<file path="src/rtl/kgp_pkg.sv">
// Shared widths and ALU control codes for the operand-fetch slice.
// XLEN/NREG are the default operand width and register count.
package kgp_pkg;

  localparam int XLEN = 32;
  localparam int NREG = 32;

  typedef enum logic [3:0] {
    ALU_ADD   = 4'b0000,
    ALU_MULT  = 4'b0001,
    ALU_MULTU = 4'b0010,
    ALU_OR    = 4'b0011,
    ALU_XOR   = 4'b0100,
    ALU_NOR   = 4'b0101,
    ALU_SLL   = 4'b0110,
    ALU_SRL   = 4'b0111,
    ALU_SRA   = 4'b1000
  } alu_ctrl_e;

endpackage

</file>
<file path="src/rtl/operand_fetch_reg_file.sv">
// 2R1W register file, r0 hardwired to zero, write-through bypass.
// Ports: clk/rst, write (we_i,waddr_i,wdata_i), reads raddr0/1_i -> rdata0/1_o.
module reg_file #(
  parameter int XLEN = kgp_pkg::XLEN,
  parameter int NREG = kgp_pkg::NREG
) (
  input  logic            clk,
  input  logic            rst,
  input  logic            we_i,
  input  logic [4:0]      waddr_i,
  input  logic [XLEN-1:0] wdata_i,
  input  logic [4:0]      raddr0_i,
  input  logic [4:0]      raddr1_i,
  output logic [XLEN-1:0] rdata0_o,
  output logic [XLEN-1:0] rdata1_o
);

  localparam int AW = $clog2(NREG);

  logic [XLEN-1:0] mem_q [NREG];

  function automatic logic [XLEN-1:0] rd(
    input logic [4:0] a
  );
    if (a == 5'd0 || 32'(a) >= NREG)
      return '0;
    // Same-cycle write is visible to the read.
    if (we_i && waddr_i == a)
      return wdata_i;
    return mem_q[a[AW-1:0]];
  endfunction

  always_ff @(posedge clk or posedge rst) begin
    if (rst) begin
      for (int i = 0; i < NREG; i++)
        mem_q[i] <= '0;
    end else if (we_i && waddr_i != 5'd0
                 && 32'(waddr_i) < NREG) begin
      mem_q[waddr_i[AW-1:0]] <= wdata_i;
    end
  end

  assign rdata0_o = rd(raddr0_i);
  assign rdata1_o = rd(raddr1_i);

endmodule

</file>
<file path="src/rtl/operand_fetch.sv">
// Operand fetch: regfile read, scoreboard stall, output register to ALU.
// Ports: decode side in_*, writeback wb_*, ALU side out_*.
module operand_fetch #(
  parameter int XLEN = kgp_pkg::XLEN,
  parameter int NREG = kgp_pkg::NREG
) (
  input  logic            clk,
  input  logic            rst,
  input  logic            in_valid,
  output logic            in_ready,
  input  logic [4:0]      in_rs,
  input  logic [4:0]      in_rt,
  input  logic [4:0]      in_rd,
  input  logic            in_wr,
  input  logic            in_use_imm,
  input  logic [XLEN-1:0] in_imm,
  input  logic [3:0]      in_ctrl,
  input  logic            wb_en,
  input  logic [4:0]      wb_addr,
  input  logic [XLEN-1:0] wb_data,
  output logic            out_valid,
  input  logic            out_ready,
  output logic [XLEN-1:0] out_operand0,
  output logic [XLEN-1:0] out_operand1,
  output logic [3:0]      out_control,
  output logic [4:0]      out_rd,
  output logic            out_wr
);

  localparam int AW = $clog2(NREG);

  logic [XLEN-1:0] rd0, rd1;
  logic [NREG-1:0] pend_q, pend_d;
  logic [NREG-1:0] set_v, clr_v;
  logic            pend_rs, pend_rt;
  logic            clr_rs, clr_rt;
  logic            hazard, xfer;

  logic            vld_q, vld_d;
  logic [XLEN-1:0] op0_q, op0_d;
  logic [XLEN-1:0] op1_q, op1_d;
  logic [3:0]      ctl_q, ctl_d;
  logic [4:0]      rd_q, rd_d;
  logic            wr_q, wr_d;

  reg_file #(
    .XLEN (XLEN),
    .NREG (NREG)
  ) u_rf (
    .clk      (clk),
    .rst      (rst),
    .we_i     (wb_en),
    .waddr_i  (wb_addr),
    .wdata_i  (wb_data),
    .raddr0_i (in_rs),
    .raddr1_i (in_rt),
    .rdata0_o (rd0),
    .rdata1_o (rd1)
  );

  assign pend_rs = (32'(in_rs) < NREG)
                && pend_q[in_rs[AW-1:0]];
  assign pend_rt = (32'(in_rt) < NREG)
                && pend_q[in_rt[AW-1:0]];
  assign clr_rs  = wb_en && wb_addr == in_rs;
  assign clr_rt  = wb_en && wb_addr == in_rt;

  // A writeback landing this cycle resolves the hazard via bypass.
  assign hazard =
    (in_rs != 5'd0 && pend_rs && !clr_rs) ||
    (!in_use_imm && in_rt != 5'd0
     && pend_rt && !clr_rt);

  assign in_ready = (!vld_q || out_ready) && !hazard;
  assign xfer     = in_valid && in_ready;

  always_comb begin
    set_v = '0;
    clr_v = '0;
    for (int i = 1; i < NREG; i++) begin
      set_v[i] = xfer && in_wr && in_rd == 5'(i);
      clr_v[i] = wb_en && wb_addr == 5'(i);
    end
    // Set wins over a same-cycle clear.
    pend_d = (pend_q & ~clr_v) | set_v;
  end

  always_comb begin
    vld_d = vld_q;
    op0_d = op0_q;
    op1_d = op1_q;
    ctl_d = ctl_q;
    rd_d  = rd_q;
    wr_d  = wr_q;
    if (xfer) begin
      vld_d = 1'b1;
      op0_d = rd0;
      op1_d = in_use_imm ? in_imm : rd1;
      ctl_d = in_ctrl;
      rd_d  = in_rd;
      wr_d  = in_wr;
    end else if (out_ready) begin
      vld_d = 1'b0;
    end
  end

  always_ff @(posedge clk or posedge rst) begin
    if (rst) begin
      pend_q <= '0;
      vld_q  <= 1'b0;
      op0_q  <= '0;
      op1_q  <= '0;
      ctl_q  <= '0;
      rd_q   <= '0;
      wr_q   <= 1'b0;
    end else begin
      pend_q <= pend_d;
      vld_q  <= vld_d;
      op0_q  <= op0_d;
      op1_q  <= op1_d;
      ctl_q  <= ctl_d;
      rd_q   <= rd_d;
      wr_q   <= wr_d;
    end
  end

  assign out_valid    = vld_q;
  assign out_operand0 = op0_q;
  assign out_operand1 = op1_q;
  assign out_control  = ctl_q;
  assign out_rd       = rd_q;
  assign out_wr       = wr_q;

endmodule

</file>
<file path="config.mk">
export PLATFORM = sky130hd
export DESIGN_NAME = operand_fetch
export DESIGN_NICKNAME = d
export VERILOG_FILES = /design/src/rtl/kgp_pkg.sv /design/src/rtl/operand_fetch_reg_file.sv /design/src/rtl/operand_fetch.sv
export SDC_FILE = /design/constraint.sdc
export NUM_CORES = 2
export LEC_CHECK = 0
export BUFFER_PORTS_ARGS = -buffer_cell sky130_fd_sc_hd__buf_2
export CORE_MARGIN = 3
export CORE_UTILIZATION = 60
export CTS_CLUSTER_SIZE = 24
export DETAILED_ROUTE_END_ITERATION = 8
export PLACE_DENSITY = 0.77
export SYNTH_ARGS = -nofsm -noshare
export SYNTH_HDL_FRONTEND = slang
export SYNTH_HIERARCHICAL = 1
export SYNTH_SLANG_ARGS = --single-unit
</file>
<file path="constraint.sdc">
create_clock -name clk -period 39.8 [get_ports clk]
set_input_delay 7.96 -clock clk [delete_from_list [all_inputs] [get_ports clk]]
set_output_delay 7.96 -clock clk [all_outputs]
set_load 0.01 [all_outputs]
</file>
==> summary.md <==
Entering global routing, the biggest net connects 176 pins. The synthesized design contains 1130 register bits. Max-cap violations in this run came to 0.

The run gives 4302 as the gate count of the mapped netlist. Yosys attributes the largest share of cell area to sky130_fd_sc_hd__dfrtp_1, sky130_fd_sc_hd__mux2_2, sky130_fd_sc_hd__mux4_2, sky130_fd_sc_hd__mux2i_1, sky130_fd_sc_hd__clkbuf_1. The tools report the worst hold-check slack as 0.397 ns. For the worst-skew pair, the clock arrives at the later sink with an insertion delay of 0.73 ns. The relative max-transition margin is 12.7%, and the total number of yosys warnings is 6. The tools report the number of global-route vias before repair as 41745.

The biggest area contributor in the post-synthesis netlist is sky130_fd_sc_hd__dfrtp_1. IR analysis of the VDD net gives a maximum drop of 38.3 µV. The worst path meets setup with 20.80 ns of slack. The average instance area after synthesis works out to 14.1 µm². During I/O placement, the number of pins put on the boundary was 171. The width of the die works out to 324 µm. The final number of max-transition violations was 0. Power spread over the standard cell area amounts to 50.9 mW/mm².

Global routing used 35.5% of the available tracks. The portion of the clock cycle consumed by the worst path in the final layout is 47.7%, and the die area is 0.105 mm². The worst hold path belongs to the class reg -> reg. Along the worst path, the maximum fanout reaches 69. TritonCTS built the clock tree.

The run gives 9 as the number of antenna violations at the first check in global routing. Grouping stages by cell kind, the critical path spends the most delay in buffers and inverters. The tools report the synthesized net count as 4397. The critical path capture point type is an output pin. Counting I/O delays and the setup requirement, the final critical path takes 19.00 ns. Instance area at placement: 0.0621 mm². The total via count after detailed routing came out at 41272. Setup repair after global routing left no endpoint under its margin.

The number of buffer and inverter instances along the worst setup path was 4. Start point of the worst hold path: u_rf/mem_q[1010]. In this run, synthesis inferred 0 flip-flops with an integrated enable.

The remaining antenna violation count was 0; the fmax was 52.6 MHz. The sequential element share of the synthesized area is 46.5%, and the detailed-router iteration count before antenna repair is 6. The signal on the critical path passes through buf_8, buf_4, mux2i_1, mux4_2, nand3b_1, nand4_1, o22ai_2, buf_4, nor2b_1, buf_2. The most numerous cell type found on the critical path is sky130_fd_sc_hd__buf_4. Number of buffer cells added on primary ports: 170.

The dominant synthesized flop cell was sky130_fd_sc_hd__dfrtp_1. Post-CTS timing repair inserted 0 buffers for setup. Setup violations remaining at the end of the flow were counted as 0. Across all register-to-register paths, the minimum setup slack is 37.05 ns. Dividing the detail-routed via count by the number of cells gives 7.27.

Once detailed placement completed, the half-perimeter wirelength came to 107 mm. The run gives 0.100 mm² as the area of the core region. In this run the static leakage power is 28.9 nW. No sink is reached through more buffers than the 3 on the longest clock path. For the final hold violation count, the log shows 0. The slowest cell on the critical path is sky130_fd_sc_hd__buf_4. On the worst path, the slowest cell contributes a delay of 0.84 ns. The post-cts sizing count is 0, and the clock buffer count from CTS is 117. Summing all non-filler instances in the final layout gives an area of 0.0660 mm². The top cell types in the final layout, fill and taps aside, are sky130_fd_sc_hd__dfrtp_1, sky130_fd_sc_hd__mux2_2, sky130_fd_sc_hd__mux4_2, sky130_fd_sc_hd__mux2i_1, sky130_fd_sc_hd__buf_2. The critical path in this run is classified as in -> out.

Summing internal, switching and leakage power gives 3.36 mW. The flow ran to the end, and the final reports show no timing, DRC or antenna violations. The maximum level of the CTS H-tree was 3. The fraction of final layout cells with drive strength greater than 1 is 46.4%, and the post-synthesis to final-layout area growth is 8.59%. For the wire length of the first global-routing pass, the log shows 279 mm. For the pin with the worst max-slew slack, the measured transition is 1.31 ns.

The weighted congestion at the end of routability-driven global placement is 0.871, and the initial detailed-routing violation count is 4733. In the synthesized netlist the async set-or-reset flop fraction comes to 100%. For this configuration, the core starts out at a cell density of 60.6%.

Row generation in the floorplan step produced 116 rows. For the critical path required time, the log shows 31.84 ns. The arrival time of the worst setup path was 11.04 ns. The cell area after technology mapping is 0.0608 mm². Leaving out fill and tap cells, the most frequent cell in the layout is sky130_fd_sc_hd__dfrtp_1.

CTS placed an instance of sky130_fd_sc_hd__clkbuf_16 at the clock tree root. The worst register-to-register path begins at pend_q[31]. The floorplan die height is 324 µm. After routing, the total negative slack on setup checks comes to 0 ns. For the final database, setup skew stands at 0.0258 ns. The post-CTS clock slew at the launch and capture registers of the worst setup and hold paths came out at 0.06 ns. In this run, post-CTS hold repair placed 0 buffers. After detailed routing, the average wire length per cell comes to 33.2 µm. At the placement stage, the worst setup path has a slack of 20.72 ns. The number of remaining DRC errors was 0. In this run the biggest area consumer among cell types represents 46.5% of the synthesized area.

The critical path launch point type is a primary input. In this run the worst setup path begins at in_rt[0]. The tree built by TritonCTS fans out to 1130 sinks. The routed design has 189 mm of wire.

The final layout contains 4319 nets. The overall overflow remaining after global route is 0. The number of library cell types mapped by synthesis is 73.
-- worst paths after layout --
kind	end	depth (start not counted)
max	in_ready	10
min	u_rf/mem_q[1010]	0
max reg2reg	out_operand0[26]	7
min reg2reg	u_rf/mem_q[1010]	0
max in group asynchronous	u_rf/mem_q[677]	6
min in group asynchronous	u_rf/mem_q[598]	2
-- cells by family after synthesis --
group	count (synthesis)	share of synthesized area [%]
AND/OR/NAND/NOR	316	2.80
flip-flops	1130	46.5
XOR/XNOR	20	0.288
buffers and inverters	479	3.96
multiplexers	1799	40.1
AO/OA/AOI/OAI	558	6.41
-- power by group --
part,internal [mW],switching [mW]
sequential,1.38,0.163
combinational,0.397,0.303
clock,0.659,0.467
-- synth_stat cells (all sizes together), types with 36 or more instances --
library cell  number
a21oi             77
mux2i            257
buf              240
o21ai            104
clkbuf           229
mux2            1149
a22oi             72
nor2b             36
nor2              67
nand2             47
dfrtp           1130
mux4             393
a221oi            49
o22ai             84
a221o             43
-- area by class of cell --
cell class	count	area, µm²
clock buffer	178	3570
inverter	10	50.0
multi-input combinational	2693	30400
timing repair buffer	272	1710
sequential	1130	28300
antenna	5	12.5
clock inverter	32	368
tap	1357	1700
fill	7096	34200
-- worst register-to-register path, cell delays in order, from the launching register on --
cell                       delay (ns)
sky130_fd_sc_hd__dfrtp_1         0.41
sky130_fd_sc_hd__mux2i_1         0.10
sky130_fd_sc_hd__mux4_2          0.49
sky130_fd_sc_hd__nand3_1         0.11
sky130_fd_sc_hd__nand4_1         0.21
sky130_fd_sc_hd__o221ai_4        0.25
sky130_fd_sc_hd__buf_4           0.60
sky130_fd_sc_hd__mux2_1          0.47
-- per-stage QoR --
stage,util [%],std cells
finish,65.9,5677
global placement,61.9,5462
global route,65.8,5673
detailed placement,61.9,5462
CTS,65.8,5672
floorplan,-,4302
-- flip-flops by register name, summed over array words and instances, names as in the netlist --
name	flops
out_operand1	32
out_control	4
pend_q	31
out_rd	5
out_wr	1
u_rf/mem_q	1024
out_valid	1
out_operand0	32
-- routing by layer --
metal | up-vias | GRT usage, % | share of wire, %
li1 | 16392 | - | -
met1 | 21712 | 48.5 | 38
met2 | 2525 | 53.3 | 44
met3 | 639 | 9.01 | 11
met4 | 4 | 18.3 | 6.3
met5 | - | 0 | 0.012
No activity file was read; power rests on OpenSTA's default activity.
